File: src/rtl/backbone_pkg.sv
// Shared definitions for the backbone_J collector: FSM encoding and sizing helpers.
package backbone_pkg;

  typedef enum logic [1:0] {
    IDLE = 2'b00,
    FILL = 2'b01,
    HOLD = 2'b10
  } state_e;

  localparam int DEFAULT_DATAWIDTH = 32;

  // Wide enough to count 0..J so the fill index never wraps silently.
  function automatic int idxWidth(input int j);
    return $clog2(j) + 1;
  endfunction

endpackage

File: src/rtl/backbone_j_collect.sv
// Collects the J-1 backbone_J words of one frame into a packed vector and hands it
// downstream over a valid/ready handshake, flagging dropped words and cut-short frames.
module backbone_j_collect
  import backbone_pkg::*;
#(
  parameter int J         = 14,
  parameter int DATAWIDTH = DEFAULT_DATAWIDTH,
  localparam int IDX_WIDTH = idxWidth(J)
) (
  input  logic                         clk,
  input  logic                         rst,
  input  logic                         frame_start,
  input  logic                         backbone_J_tvalid,
  input  logic [DATAWIDTH-1:0]         backbone_J,
  output logic [(J-1)*DATAWIDTH-1:0]   backbone_J_vec,
  output logic                         backbone_J_vec_tvalid,
  input  logic                         backbone_J_vec_tready,
  output logic [IDX_WIDTH-1:0]         fill_idx,
  output logic                         overrun,
  output logic                         short_frame
);

  localparam int N = J - 1;
  localparam logic [IDX_WIDTH-1:0] LAST_IDX = IDX_WIDTH'(N - 1);

  state_e                 state_q;
  logic [IDX_WIDTH-1:0]   fillIdx_q;
  logic                   vecValid_q;
  logic                   overrun_q;
  logic                   shortFrame_q;
  logic                   pendingStart_q;
  logic [DATAWIDTH-1:0]   slot_q [N];

  logic                   handshake;
  logic                   wrEn;
  logic [IDX_WIDTH-1:0]   wrIdx;

  // A frame_start always restarts at slot 0, even when it carries the first word.
  always_comb begin
    handshake = vecValid_q & backbone_J_vec_tready;
    wrEn      = backbone_J_tvalid &
                ((state_q == FILL) | ((state_q == IDLE) & frame_start));
    wrIdx     = frame_start ? '0 : fillIdx_q;
  end

  always_ff @(posedge clk or posedge rst) begin
    if (rst) begin
      state_q        <= IDLE;
      fillIdx_q      <= '0;
      vecValid_q     <= 1'b0;
      overrun_q      <= 1'b0;
      shortFrame_q   <= 1'b0;
      pendingStart_q <= 1'b0;
    end else begin
      overrun_q    <= 1'b0;
      shortFrame_q <= 1'b0;
      case (state_q)
        IDLE: begin
          if (frame_start) begin
            state_q   <= FILL;
            fillIdx_q <= '0;
          end else if (backbone_J_tvalid) begin
            overrun_q <= 1'b1;
          end
        end
        FILL: begin
          if (frame_start) begin
            shortFrame_q <= 1'b1;
            fillIdx_q    <= '0;
          end
        end
        HOLD: begin
          if (backbone_J_tvalid) begin
            overrun_q <= 1'b1;
          end
          if (handshake) begin
            vecValid_q     <= 1'b0;
            pendingStart_q <= 1'b0;
            fillIdx_q      <= '0;
            state_q        <= (pendingStart_q | frame_start) ? FILL : IDLE;
          end else if (frame_start) begin
            pendingStart_q <= 1'b1;
          end
        end
        default: begin
          state_q <= IDLE;
        end
      endcase
      // Word acceptance overrides the per-state index update above.
      if (wrEn) begin
        if (wrIdx == LAST_IDX) begin
          state_q    <= HOLD;
          vecValid_q <= 1'b1;
          fillIdx_q  <= '0;
        end else begin
          fillIdx_q  <= wrIdx + 1'b1;
        end
      end
    end
  end

  always_ff @(posedge clk or posedge rst) begin
    if (rst) begin
      for (int k = 0; k < N; k++) begin
        slot_q[k] <= '0;
      end
    end else if (wrEn) begin
      for (int k = 0; k < N; k++) begin
        if (wrIdx == IDX_WIDTH'(k)) begin
          slot_q[k] <= backbone_J;
        end
      end
    end
  end

  always_comb begin
    backbone_J_vec = '0;
    for (int k = 0; k < N; k++) begin
      backbone_J_vec[k*DATAWIDTH +: DATAWIDTH] = slot_q[k];
    end
  end

  assign backbone_J_vec_tvalid = vecValid_q;
  assign fill_idx              = fillIdx_q;
  assign overrun               = overrun_q;
  assign short_frame           = shortFrame_q;

endmodule

File: config.mk
export PLATFORM = sky130hd
export DESIGN_NAME = backbone_j_collect
export DESIGN_NICKNAME = d
export VERILOG_FILES = /design/src/rtl/backbone_pkg.sv /design/src/rtl/backbone_j_collect.sv
export SDC_FILE = /design/constraint.sdc
export NUM_CORES = 1
export LEC_CHECK = 0
export ABC_AREA = 1
export BUFFER_PORTS_ARGS = -buffer_cell sky130_fd_sc_hd__buf_4
export CAP_MARGIN = 5
export CORE_UTILIZATION = 50
export CTS_CLUSTER_DIAMETER = 60
export CTS_CLUSTER_SIZE = 10
export DETAILED_ROUTE_END_ITERATION = 8
export PLACE_DENSITY = 0.75
export SLEW_MARGIN = 10
export SYNTH_ARGS = -nofsm -noshare
export SYNTH_HDL_FRONTEND = slang
export SYNTH_SLANG_ARGS = --single-unit
File: constraint.sdc
create_clock -name clk -period 15.4 [get_ports clk]
set_input_delay 0.77 -clock clk [delete_from_list [all_inputs] [get_ports clk]]
set_output_delay 0.77 -clock clk [all_outputs]
set_load 0.005 [all_outputs]
==> flow_summary.yaml <==
detailed_routing:
  drc: 66
  drt-initial-drc-count: 978
  routed_wl_microns: 47600
  vias: 12500
  post_drt_via_cell_ratio: 5.39
  first_pass_iters: 8
  ant_nets: 0
  avgRoutedWirePerCell_microns: 20.5
synth:
  synth_xor_area_frac: 0.000559
  yosysSeqAreaShare: 0.682
  async_reset_ff_frac: 1.00
  yosysWarnings: 0
  syn_inst: 1520
  synth_compound_area_frac: 0.136
  synth_top_area_cell: "dfrtp_1"
  synth_top_family_by_area: "compound AO/OA/AOI/OAI gates"
  syn_avg_cell_area_sq_um: 10.3
  syn_nets: 1561
  synth.area.top_cells: "dfrtp_1 (68%), o21ai_1 (11%), nand2_1 (11%)"
  yosysMostFrequentCell: "nand2_1"
  synthMuxAreaShare: 0
  synth_fa_ha_area_frac: 0.00319
  synth_edf_count: 0
  yosys_most_used_dff: "dfrtp_1"
  synth_top_area_frac: 0.682
  synth_common_cells: "nand2_1 (457), dfrtp_1 (427), o21ai_1 (344)"
  ys_ff_latch: 427
  synth_area_sq_um: 15700
  synth_cell_types: 21
  synthSimpleGateAreaFrac: 0.134
placement:
  place_area_sq_um: 19200
  dp.cells: 2269
  dp_hpwl_microns: 31800
  numPortBuffers: 460
  place_ws_ns: 11.93
  gp_congestion: 0.810
pwr:
  peakVddDrop_uv: 96.4
  combPwrFrac: 0.142
  p_leak_nw: 10.5
  p_per_area_nw_per_um2: 132
  p_switching_mw: 0.689
  seq_power_share: 0.482
  internal_power_mw: 2.01
  p_sw_frac: 0.255
  clkPwrFrac: 0.376
timing:
  fin_ws_ns: 12.59
  rsz0062_at_grt: "no"
  finalCritPeriodShare: 0.183
  finalSetupViolCount: 0
  tightest_slew_ns: 1.04
  final.setup.tns_ns: 0
  fin_crit_ns: 2.81
  final_max_slew_viol_count: 0
  fmax_mhz: 355
  relSlewSlack: 0.305
  clock_skew_ns: 0.0161
  hold_viol_final: 0
  timing.hold.ws_ns: 0.321
global_routing:
  first_global_vias: 11800
  grt.total_usage: 0.292
  antenna_found_initial: 0
  grt_max_degree: 102
  grt_overflow: 0
  grt_pass1_wl_microns: 70300
layout:
  area_growth_syn_to_layout_pct: 30.9
  nNetsFinal: 1965
  layout-drive-gt1-share: 0.283
  multi_input_area_sq_um: 4310
  insertedDiodeCount: 0
  fillers: 2413
  regArea_sq_um: 10700
  fin_area_sq_um: 20500
  layout.cells.non_filler: 2324
setup_path:
  cp.required_ns: 15.91
  crit_path_max_fanout: 101
  worstPathArrival_ns: 3.32
  r2r_slack_ns: 12.81
  cp_common_cell: "buf_4"
  critPathSlowestCell: "buf_4"
  startpoint_type: "primary input"
  path_cells: "buf_4 -> inv_8 -> buf_4 -> buf_4"
  worst-setup-path-type: "primary input to asynchronous set/reset pin"
  slowest_delay_ns: 0.93
  end_kind: "asynchronous set/reset pin"
floorplan:
  dieArea_sq_um: 32100
  std_cell_rows: 64
  start_util: 0.510
  die_height_microns: 179
  fp.dieW_microns: 179
  fp.coreArea_sq_um: 30700
  io_pins: 461
clocking:
  hold_buffers: 0
  clkLatencyLatePin_ns: 0.55
  cts_max_path_buffers: 3
  cts_buffers: 49
  cts-root-buf: "clkbuf_16"
  clock_sinks: 427
  cts-resized-gates: 0
  post-cts-setup-buffers: 0
  cts_max_level: 2
  clk_pin_slew_ns: 0.05
  cts_tree: "done"
run:
  cap_viol_max_count: 0
min_path:
  hold_class: "primary input to asynchronous set/reset pin"
status:
  violations: "design-rule violations"
  outcome: "complete, but fails checks"
==> state kept, by name, indices dropped and copies added (netlist names) <==
register and flops:
fill_idx 5, short_frame 1, overrun 1, state_q 2, backbone_J_vec_tvalid 1, backbone_J_vec 416
pendingStart_q 1
==> worst max-delay path: cells and delay by family <==
family | cells | cell delay [ns]
buffers and inverters | 4 | 2.38
==> path summary, 6_finish.rpt <==
check	start	endpoint	cells after the start
worst min register to register	backbone_J_vec[346]	backbone_J_vec[346]	2
worst max-delay path	rst	backbone_J_vec[396]	4
worst max register to register	fill_idx[1]	backbone_J_vec[246]	7
max in group clk	frame_start	backbone_J_vec[246]	9
worst min-delay path	rst	backbone_J_vec[273]	2
min in group clk	backbone_J_tvalid	overrun	3
==> power by group through the flow <==
stage	Sequential, mW	Clock (mW)	Combinational, mW
after floorplan	1.32	0	0.132
after global placement	1.31	0	0.381
after detailed placement	1.32	0	0.389
after CTS	1.30	1.03	0.390
after global routing	1.31	1.07	0.424
final	1.30	1.02	0.385
==> through the flow <==
| stage | total power [mW] | utilization |
|---|---|---|
| finish | 2.70 | 0.667 |
| global route | 2.81 | 0.667 |
| CTS | 2.72 | 0.667 |
| detailed placement | 1.71 | 0.624 |
| global placement | 1.69 | 0.624 |
| floorplan | 1.45 | - |
==> routing by layer <==
layer,GRT usage,part of all wire
met5,0,0
met4,0.114,0.037
met3,0.0874,0.098
met2,0.481,0.48
met1,0.361,0.38
==> placed cells by master (no fill, tap or decap) <==
cell       count
a21oi_1        4
buf_4        465
bufinv_16      1
clkbuf_1       1
clkbuf_16     50
clkinv_8       1
dfrtp_1      427
ha_1           4
inv_1         50
inv_16         1
inv_2          2
inv_6          1
inv_8          1
nand2_1      456
nand2_2        3
nand3_1        7
nand3_4       12
nand4_1        1
nor2_1        13
nor2_2         3
nor2_8         3
o21a_1         1
o21ai_0       74
o21ai_1      344
o21ai_2        2
xor2_1         1
==> logic make-up after synthesis <==
group,after synthesis
xor gates and xnor gates,1
AOI/OAI and AO/OA,425
and+or+nand+nor,498
adders and majority gates,4
buffers and inverters,165
DFF,427
==> layout make-up <==
class,count,share of cell area
Clock buffer,51,0.0612
Multi-Input combinational cell,928,0.210
Timing Repair Buffer,465,0.170
Inverter,53,0.0101
Clock inverter,4,0.00366
Tap cell,396,0.0242
Sequential cell,427,0.521
No activity file was read; power rests on OpenSTA's default activity.
